<file path="config.mk">
export PLATFORM = sky130hd
export DESIGN_NAME = alu_seq
export DESIGN_NICKNAME = d
export VERILOG_FILES = /design/src/rtl/alu_pkg.sv /design/src/rtl/alu_iter_unit.sv /design/src/rtl/alu_seq.sv
export SDC_FILE = /design/constraint.sdc
export NUM_CORES = 1
export LEC_CHECK = 0
export BUFFER_PORTS_ARGS = -buffer_cell sky130_fd_sc_hd__buf_2
export CORE_MARGIN = 2
export CORE_UTILIZATION = 45
export CTS_BUF_LIST = sky130_fd_sc_hd__clkbuf_8
export DETAILED_ROUTE_END_ITERATION = 16
export GPL_ROUTABILITY_DRIVEN = 1
export HOLD_SLACK_MARGIN = 0.03
export PLACE_DENSITY = 0.64
export SLEW_MARGIN = 20
export SYNTH_ARGS = -nofsm -noshare
export SYNTH_HDL_FRONTEND = slang
export SYNTH_HIERARCHICAL = 1
export SYNTH_SLANG_ARGS = --single-unit
</file>
<file path="constraint.sdc">
create_clock -name clk -period 2.8 [get_ports clk]
set_input_delay 0.42 -clock clk [delete_from_list [all_inputs] [get_ports clk]]
set_output_delay 0.42 -clock clk [all_outputs]
set_load 0.1 [all_outputs]
</file>
<file path="src/rtl/alu_pkg.sv">
// alu_pkg -- shared definitions for the sequential ALU (alu_seq).
//   * 5-bit opcode constants
//   * PSR bit indices; psr is {Z,C,F,N,L} on bits [4:0]
//   * FSM state encoding and the iterative-unit operating modes
// Build option: define ALU_MUL_EN to add the MUL opcode (0x10) and its MUL state.
package alu_pkg;

  localparam logic [4:0] OP_NOP  = 5'h00;
  localparam logic [4:0] OP_AND  = 5'h01;
  localparam logic [4:0] OP_OR   = 5'h02;
  localparam logic [4:0] OP_XOR  = 5'h03;
  localparam logic [4:0] OP_NOT  = 5'h04;
  localparam logic [4:0] OP_ADD  = 5'h05;
  localparam logic [4:0] OP_ADDU = 5'h06;
  localparam logic [4:0] OP_ADDC = 5'h07;
  localparam logic [4:0] OP_ADDCU= 5'h08;
  localparam logic [4:0] OP_SUB  = 5'h09;
  localparam logic [4:0] OP_SUBC = 5'h0A;
  localparam logic [4:0] OP_CMP  = 5'h0B;
  localparam logic [4:0] OP_LSH  = 5'h0C;
  localparam logic [4:0] OP_RSH  = 5'h0D;
  localparam logic [4:0] OP_ARSH = 5'h0E;
  localparam logic [4:0] OP_CMPU = 5'h0F;
  localparam logic [4:0] OP_MUL  = 5'h10;

  localparam int PSR_W = 5;
  localparam int PSR_Z = 4;
  localparam int PSR_C = 3;
  localparam int PSR_F = 2;
  localparam int PSR_N = 1;
  localparam int PSR_L = 0;

`ifdef ALU_MUL_EN
  typedef enum logic [1:0] {ST_IDLE, ST_SHIFT, ST_MUL, ST_HOLD} state_e;
`else
  typedef enum logic [1:0] {ST_IDLE, ST_SHIFT, ST_HOLD} state_e;
`endif

  typedef enum logic [1:0] {IT_LSH, IT_RSH, IT_ARSH, IT_MUL} iter_mode_e;

endpackage

</file>
<file path="src/rtl/alu_iter_unit.sv">
// alu_iter_unit -- multi-cycle datapath for variable shifts (and MUL when ALU_MUL_EN).
//   start     in   load operands, mode and step count
//   mode      in   IT_LSH / IT_RSH / IT_ARSH / IT_MUL
//   a         in   shift source, or multiplicand for MUL
//   b         in   multiplier for MUL (present only with ALU_MUL_EN)
//   cnt_init  in   number of steps to run (shift amount, or WIDTH for MUL)
//   run       in   advance one step this cycle
//   last      out  the step taken this cycle is the final one
//   value     out  value after this cycle's step (low half of product for MUL)
//   cout      out  carry for PSR.C after this step: bit shifted out, or high-half!=0 for MUL
// Outputs are combinational from the current step so the top can register the final
// result on the same edge that completes the operation.
module alu_iter_unit
  import alu_pkg::*;
#(
  parameter int WIDTH   = 16,
  parameter int SHAMT_W = $clog2(WIDTH),
  parameter int CNT_W   = SHAMT_W + 1
) (
  input  logic             clk,
  input  logic             reset_n,
  input  logic             start,
  input  iter_mode_e       mode,
  input  logic [WIDTH-1:0] a,
`ifdef ALU_MUL_EN
  input  logic [WIDTH-1:0] b,
`endif
  input  logic [CNT_W-1:0] cnt_init,
  input  logic             run,
  output logic             last,
  output logic [WIDTH-1:0] value,
  output logic             cout
);

  iter_mode_e       mode_q;
  logic [WIDTH-1:0] sh_q;
  logic [CNT_W-1:0] cnt_q;
  logic [WIDTH-1:0] nxt_sh;
  logic             nxt_cout;

`ifdef ALU_MUL_EN
  // Shift-add multiply: {hi_q, sh_q} holds the growing product, sh_q starts as the
  // multiplier and is consumed LSB first.
  logic [WIDTH-1:0] mc_q;
  logic [WIDTH-1:0] hi_q;
  logic [WIDTH-1:0] nxt_hi;
  logic [WIDTH:0]   acc;
`endif

  // NOTE: every signal written here gets a default first, so no path can infer a latch.
  always_comb begin
    nxt_sh   = sh_q;
    nxt_cout = 1'b0;
`ifdef ALU_MUL_EN
    nxt_hi   = hi_q;
    acc      = '0;
`endif
    case (mode_q)
      IT_LSH: begin
        nxt_sh   = {sh_q[WIDTH-2:0], 1'b0};
        nxt_cout = sh_q[WIDTH-1];
      end
      IT_RSH: begin
        nxt_sh   = {1'b0, sh_q[WIDTH-1:1]};
        nxt_cout = sh_q[0];
      end
      IT_ARSH: begin
        nxt_sh   = {sh_q[WIDTH-1], sh_q[WIDTH-1:1]};
        nxt_cout = sh_q[0];
      end
`ifdef ALU_MUL_EN
      IT_MUL: begin
        acc      = {1'b0, hi_q} + (sh_q[0] ? {1'b0, mc_q} : '0);
        nxt_hi   = acc[WIDTH:1];
        nxt_sh   = {acc[0], sh_q[WIDTH-1:1]};
        nxt_cout = (acc[WIDTH:1] != '0);
      end
`endif
      default: ;
    endcase
  end

  assign last  = (cnt_q == CNT_W'(1));
  assign value = nxt_sh;
  assign cout  = nxt_cout;

  // NOTE: sequential state uses non-blocking assignments so every register samples
  // pre-edge values regardless of statement order.
  always_ff @(posedge clk or negedge reset_n) begin
    if (!reset_n) begin
      mode_q <= IT_LSH;
      sh_q   <= '0;
      cnt_q  <= '0;
`ifdef ALU_MUL_EN
      mc_q   <= '0;
      hi_q   <= '0;
`endif
    end else if (start) begin
      mode_q <= mode;
      cnt_q  <= cnt_init;
`ifdef ALU_MUL_EN
      sh_q   <= (mode == IT_MUL) ? b : a;
      mc_q   <= a;
      hi_q   <= '0;
`else
      sh_q   <= a;
`endif
    end else if (run) begin
      sh_q  <= nxt_sh;
      cnt_q <= cnt_q - CNT_W'(1);
`ifdef ALU_MUL_EN
      hi_q  <= nxt_hi;
`endif
    end
  end

endmodule

</file>
<file path="src/rtl/alu_seq.sv">
// alu_seq -- handshaked sequential ALU with registered result and status register.
//   clk, reset_n        clock; asynchronous active-low reset
//   in_valid/in_ready   operation handshake; a, b, op captured on in_valid & in_ready
//   op, a, b            opcode and operands
//   out_valid/out_ready result handshake; result and psr held while out_ready is low
//   result              registered result
//   psr                 registered {Z,C,F,N,L}
//   busy                high while a multi-cycle shift (or multiply) is running
// Build option: ALU_MUL_EN enables op 0x10 (MUL, WIDTH+1 cycle latency); otherwise
// 0x10 is a NOP and no multiplier is built.
module alu_seq
  import alu_pkg::*;
#(
  parameter int WIDTH   = 16,
  parameter int SHAMT_W = $clog2(WIDTH)
) (
  input  logic             clk,
  input  logic             reset_n,
  input  logic             in_valid,
  output logic             in_ready,
  input  logic [4:0]       op,
  input  logic [WIDTH-1:0] a,
  input  logic [WIDTH-1:0] b,
  output logic             out_valid,
  input  logic             out_ready,
  output logic [WIDTH-1:0] result,
  output logic [PSR_W-1:0] psr,
  output logic             busy
);

  localparam int CNT_W = SHAMT_W + 1;

  state_e           state_q, state_d;
  logic [WIDTH-1:0] res_q;
  logic [PSR_W-1:0] psr_q;
  logic             load_alu, load_iter;

  logic             accept;
  logic [SHAMT_W-1:0] shamt;
  logic             is_shift, start_shift, start_mul;
  iter_mode_e       it_mode;
  logic [CNT_W-1:0] it_cnt_init;
  logic             it_last, it_cout;
  logic [WIDTH-1:0] it_value;
  logic [PSR_W-1:0] iter_psr;

  assign in_ready  = (state_q == ST_IDLE) || ((state_q == ST_HOLD) && out_ready);
  assign out_valid = (state_q == ST_HOLD);
`ifdef ALU_MUL_EN
  assign busy      = (state_q == ST_SHIFT) || (state_q == ST_MUL);
`else
  assign busy      = (state_q == ST_SHIFT);
`endif
  assign result    = res_q;
  assign psr       = psr_q;

  assign accept      = in_valid && in_ready;
  assign shamt       = b[SHAMT_W-1:0];
  assign is_shift    = (op == OP_LSH) || (op == OP_RSH) || (op == OP_ARSH);
  // A zero-amount shift has nothing to iterate; it completes through the 1-cycle path.
  assign start_shift = accept && is_shift && (shamt != '0);
`ifdef ALU_MUL_EN
  assign start_mul   = accept && (op == OP_MUL);
  assign it_cnt_init = start_mul ? CNT_W'(WIDTH) : {1'b0, shamt};
`else
  assign start_mul   = 1'b0;
  assign it_cnt_init = {1'b0, shamt};
`endif

  always_comb begin
    case (op)
      OP_LSH:  it_mode = IT_LSH;
      OP_RSH:  it_mode = IT_RSH;
      OP_ARSH: it_mode = IT_ARSH;
      default: it_mode = IT_MUL;
    endcase
  end

  alu_iter_unit #(
    .WIDTH   (WIDTH),
    .SHAMT_W (SHAMT_W),
    .CNT_W   (CNT_W)
  ) u_iter (
    .clk      (clk),
    .reset_n  (reset_n),
    .start    (start_shift || start_mul),
    .mode     (it_mode),
    .a        (a),
`ifdef ALU_MUL_EN
    .b        (b),
`endif
    .cnt_init (it_cnt_init),
    .run      (busy),
    .last     (it_last),
    .value    (it_value),
    .cout     (it_cout)
  );

  always_comb begin
    iter_psr        = '0;
    iter_psr[PSR_Z] = (it_value == '0);
    iter_psr[PSR_C] = it_cout;
  end

  // ---------------- single-cycle operations ----------------
  logic             cin;
  logic [WIDTH:0]   sum, diff;
  logic             add_ovf, sub_ovf;
  logic [WIDTH-1:0] alu_res;
  logic [PSR_W-1:0] alu_psr;
  logic             keep_psr, z_is_eq, fc, ff, fn, fl;

  assign cin  = psr_q[PSR_C] && ((op == OP_ADDC) || (op == OP_ADDCU) || (op == OP_SUBC));
  assign sum  = {1'b0, a} + {1'b0, b} + {{WIDTH{1'b0}}, cin};
  // Bit WIDTH of the difference is the borrow, i.e. a < b + cin unsigned.
  assign diff = {1'b0, a} - {1'b0, b} - {{WIDTH{1'b0}}, cin};
  assign add_ovf = (a[WIDTH-1] == b[WIDTH-1]) && (sum[WIDTH-1]  != a[WIDTH-1]);
  assign sub_ovf = (a[WIDTH-1] != b[WIDTH-1]) && (diff[WIDTH-1] != a[WIDTH-1]);

  always_comb begin
    alu_res  = '0;
    keep_psr = 1'b0;
    z_is_eq  = 1'b0;
    fc       = 1'b0;
    ff       = 1'b0;
    fn       = 1'b0;
    fl       = 1'b0;
    case (op)
      OP_AND:  alu_res = a & b;
      OP_OR:   alu_res = a | b;
      OP_XOR:  alu_res = a ^ b;
      OP_NOT:  alu_res = ~a;
      OP_ADD, OP_ADDC: begin
        alu_res = sum[WIDTH-1:0];
        fc      = sum[WIDTH];
        ff      = add_ovf;
      end
      OP_ADDU, OP_ADDCU: begin
        alu_res = sum[WIDTH-1:0];
        fc      = sum[WIDTH];
      end
      OP_SUB, OP_SUBC: begin
        alu_res = diff[WIDTH-1:0];
        fc      = diff[WIDTH];
        ff      = sub_ovf;
      end
      OP_CMP: begin
        z_is_eq = 1'b1;
        fn      = $signed(a) < $signed(b);
        fl      = a < b;
      end
      OP_CMPU: begin
        z_is_eq = 1'b1;
        fl      = a < b;
      end
      OP_LSH, OP_RSH, OP_ARSH: alu_res = a;  // only reached with shamt == 0
      default: keep_psr = 1'b1;              // NOP and undefined codes
    endcase
    if (keep_psr) begin
      alu_psr = psr_q;
    end else begin
      alu_psr        = '0;
      alu_psr[PSR_Z] = z_is_eq ? (a == b) : (alu_res == '0);
      alu_psr[PSR_C] = fc;
      alu_psr[PSR_F] = ff;
      alu_psr[PSR_N] = fn;
      alu_psr[PSR_L] = fl;
    end
  end

  // ---------------- control FSM ----------------
  always_comb begin
    state_d   = state_q;
    load_alu  = 1'b0;
    load_iter = 1'b0;
    case (state_q)
      ST_IDLE, ST_HOLD: begin
        if (accept) begin
          if (start_shift) begin
            state_d = ST_SHIFT;
          end else if (start_mul) begin
`ifdef ALU_MUL_EN
            state_d = ST_MUL;
`endif
          end else begin
            state_d  = ST_HOLD;
            load_alu = 1'b1;
          end
        end else if (state_q == ST_HOLD && out_ready) begin
          state_d = ST_IDLE;
        end
      end
      ST_SHIFT: begin
        if (it_last) begin
          state_d   = ST_HOLD;
          load_iter = 1'b1;
        end
      end
`ifdef ALU_MUL_EN
      ST_MUL: begin
        if (it_last) begin
          state_d   = ST_HOLD;
          load_iter = 1'b1;
        end
      end
`endif
      default: state_d = ST_IDLE;
    endcase
  end

  always_ff @(posedge clk or negedge reset_n) begin
    if (!reset_n) begin
      state_q <= ST_IDLE;
      res_q   <= '0;
      psr_q   <= '0;
    end else begin
      state_q <= state_d;
      if (load_alu) begin
        res_q <= alu_res;
        psr_q <= alu_psr;
      end else if (load_iter) begin
        res_q <= it_value;
        psr_q <= iter_psr;
      end
    end
  end

endmodule

</file>
==> results.ini <==
[status]
status = finished, violations left
violations = setup timing

[route]
wl_per_cell_um = 18.2
drc = 0
num_vias = 6713
ant_nets = 0
dr.pass1.iters = 7
wirelength_um = 21100
routed_via_density = 5.80
drtIter0Drc = 754

[synthesis]
async_flop_share_pct = 100
synth_enable_flop_cells = 0
syn_inst = 741
ys_ff_latch = 46
synth_nets = 870
synthFlopType = dfrtp_1
yosysSeqAreaShare_pct = 19.0
syn_area_um2 = 6050
yosys_warnings = 6
ys_types = 76
syn-mean-instance-area_um2 = 8.17

[critical_path]
path_max_fanout = 3
required_ns = 3.00
worstPathArrival_ns = 3.61
cp-end-kind = register
cp-startpoint = op[1]
start_kind = primary input
r2r_start = u_iter/mode_q[0]
crit_type = primary input to register

[layout]
most-common-layout-cells = buf_4, inv_1, ha_1, buf_2, dfrtp_1
nFillCells = 1124
regArea_um2 = 1150
diodes = 0
area_growth_pct = 40.7
final_layout_size_suffix_gt1_share_pct = 38.7
finalNetCount = 1109
final_common_cell = buf_4
final_cells = 1157
multi_input_area_um2 = 4660

[cts]
cts_num_sinks = 46
ctsHoldBuffers = 0
h-tree-depth = 2
cts.path.max_buffers = 2
cts_root_buf = clkbuf_8
clock_latency_ns = 0.31
cts_tree = yes
path_clk_slew_ns = 0.09
cts_buffers = 5

[sta]
layout_min_cycle_time_ns = 3.40
max_freq_ghz = 0.294
period_share_pct = 121
hold_viol_final = 0
worst_slack_ns = -0.602
fin_skew_ns = 0.00834
final_max_slew_viol_count = 0
slew-limit-headroom_pct = 52.9
finalSetupViolations = 14
rsz0062_at_grt = true
worst_pin_slew_ns = 0.706

[pwr]
power.leakage_nw = 4.24
total_power_w = 0.00501
p_per_area_nw_per_um2 = 588
peakVddDrop_uv = 280

[placed_design]
place.gp.congestion = 0.953
port_buffers = 64
dp_worst_setup_slack_ns = -1.04
post-dp-hpwl_um = 16600
dp.cells = 1140

[job]
max_cap_viol_count = 0

[die]
dieArea_um2 = 14400
ios = 65
die_h_um = 120
start_util_pct = 45.9
placementRows = 42
die_w_um = 120
fp.coreArea_um2 = 13200

[grt]
antenna_found_initial = 0
overflow = 0
grt_max_degree = 31
grt_pass1_vias = 6604
grt_pass1_wl_um = 33400
grt_use_total_pct = 28.8

[hold_path]
hold_class = primary input to async pin

[metal layers]
layer  vias up  part of all wire [%]  track usage, %
li1       3152                     -               -
met1      3176                    43            37.8
met2       307                    47            48.4
met3        78                   6.8            3.66
met4         0                   3.9            10.9
met5         -                     0               0
[state kept, by name (all words and copies together), names as in the netlist]
name	cells
psr	5
result	16
state_q	2
u_iter/cnt_q	5
u_iter/mode_q	2
u_iter/sh_q	16
[cells in the mapped netlist (all sizes together) (9+ instances only)]
cell type	n	area share, %
a211oi	9	1.1
xor2	16	2.3
dfrtp	46	19
ha	84	17
a22oi	21	2.7
nand2	48	3.0
a21o	11	1.4
nor2b	11	1.3
clkbuf	21	1.3
a221oi	36	7.5
buf	25	2.9
xnor2	17	2.5
a31oi	9	1.0
a21oi	45	3.8
o21ai	44	3.6
nor2	35	2.2
o211ai	10	1.2
nand3	11	0.91
nor3	29	2.4
nor4	11	1.2
inv	92	5.7
[final cells by class]
cell class / count / share of cell area, %
Clock buffer: 6 / 0.969
Inverter: 92 / 4.05
Clock inverter: 2 / 0.103
Sequential cell: 46 / 13.5
Tap cell: 176 / 2.58
Timing Repair Buffer: 278 / 24.0
Multi-Input combinational cell: 557 / 54.7
[power by group]
part / switching (W) / internal (W)
clock: 0.000234 / 0.000196
combinational: 0.00188 / 0.00156
sequential: 0.000261 / 0.000882
[repair_timing]
item                                    in CTS  in global routing
pin swaps                                   37                 32
gates resized for setup                     56                 27
cloned                                       0                  0
buffers inserted                             8                 10
endpoints found under the setup margin      14                 17
[final timing paths]
kind	depth (start not counted)	end	slack [ns]
setup / recovery	17	psr[2]	-0.60
hold / removal	1	u_iter/cnt_q[1]	0.11
setup reg to reg	15	psr[4]	-0.58
hold reg to reg	2	result[4]	0.50
max in group asynchronous	2	u_iter/sh_q[12]	2.03
min in group clk	3	u_iter/sh_q[14]	0.42
[logic make-up after synthesis]
family                     count (synthesis)  share of synthesized area [%]
buffers and inverters                    138                           9.90
adders and majority gates                 88                           18.7
xor gates and xnor gates                  34                           5.15
muxes                                      6                           1.03
and+or+nand+nor                          196                           17.0
other                                      1                         0.0619
AOI/OAI and AO/OA                        232                           29.1
DFF                                       46                           19.0
[per-stage QoR]
stage / TNS, ns / utilization (%) / cell area [um2] / hold slack (ns)
CTS: -2.79 / 63.5 / 8380 / 0.133
floorplan: -4.00 / - / 6110 / 0.124
detailed placement: -10.83 / 60.5 / 7990 / 0.471
global route: -5.95 / 64.6 / 8520 / 0.164
global placement: -9.20 / 60.5 / 7990 / 0.463
finish: -4.20 / 64.6 / 8520 / 0.112
[critical path, stage by stage]
cell and delay, ns:
buf_6 0.09, and2_4 0.15, a22o_1 0.22, nand3b_1 0.12, inv_2 0.05, fa_2 0.57, inv_2 0.05, ha_4 0.16
o21ai_4 0.15, a22oi_2 0.12, a2111oi_4 0.39, nor3_2 0.07, o21ai_1 0.14, and2b_2 0.17, xnor3_1 0.22, a32o_1 0.24
a32o_1 0.26
Note: power is estimated with default switching activity, not from simulation.
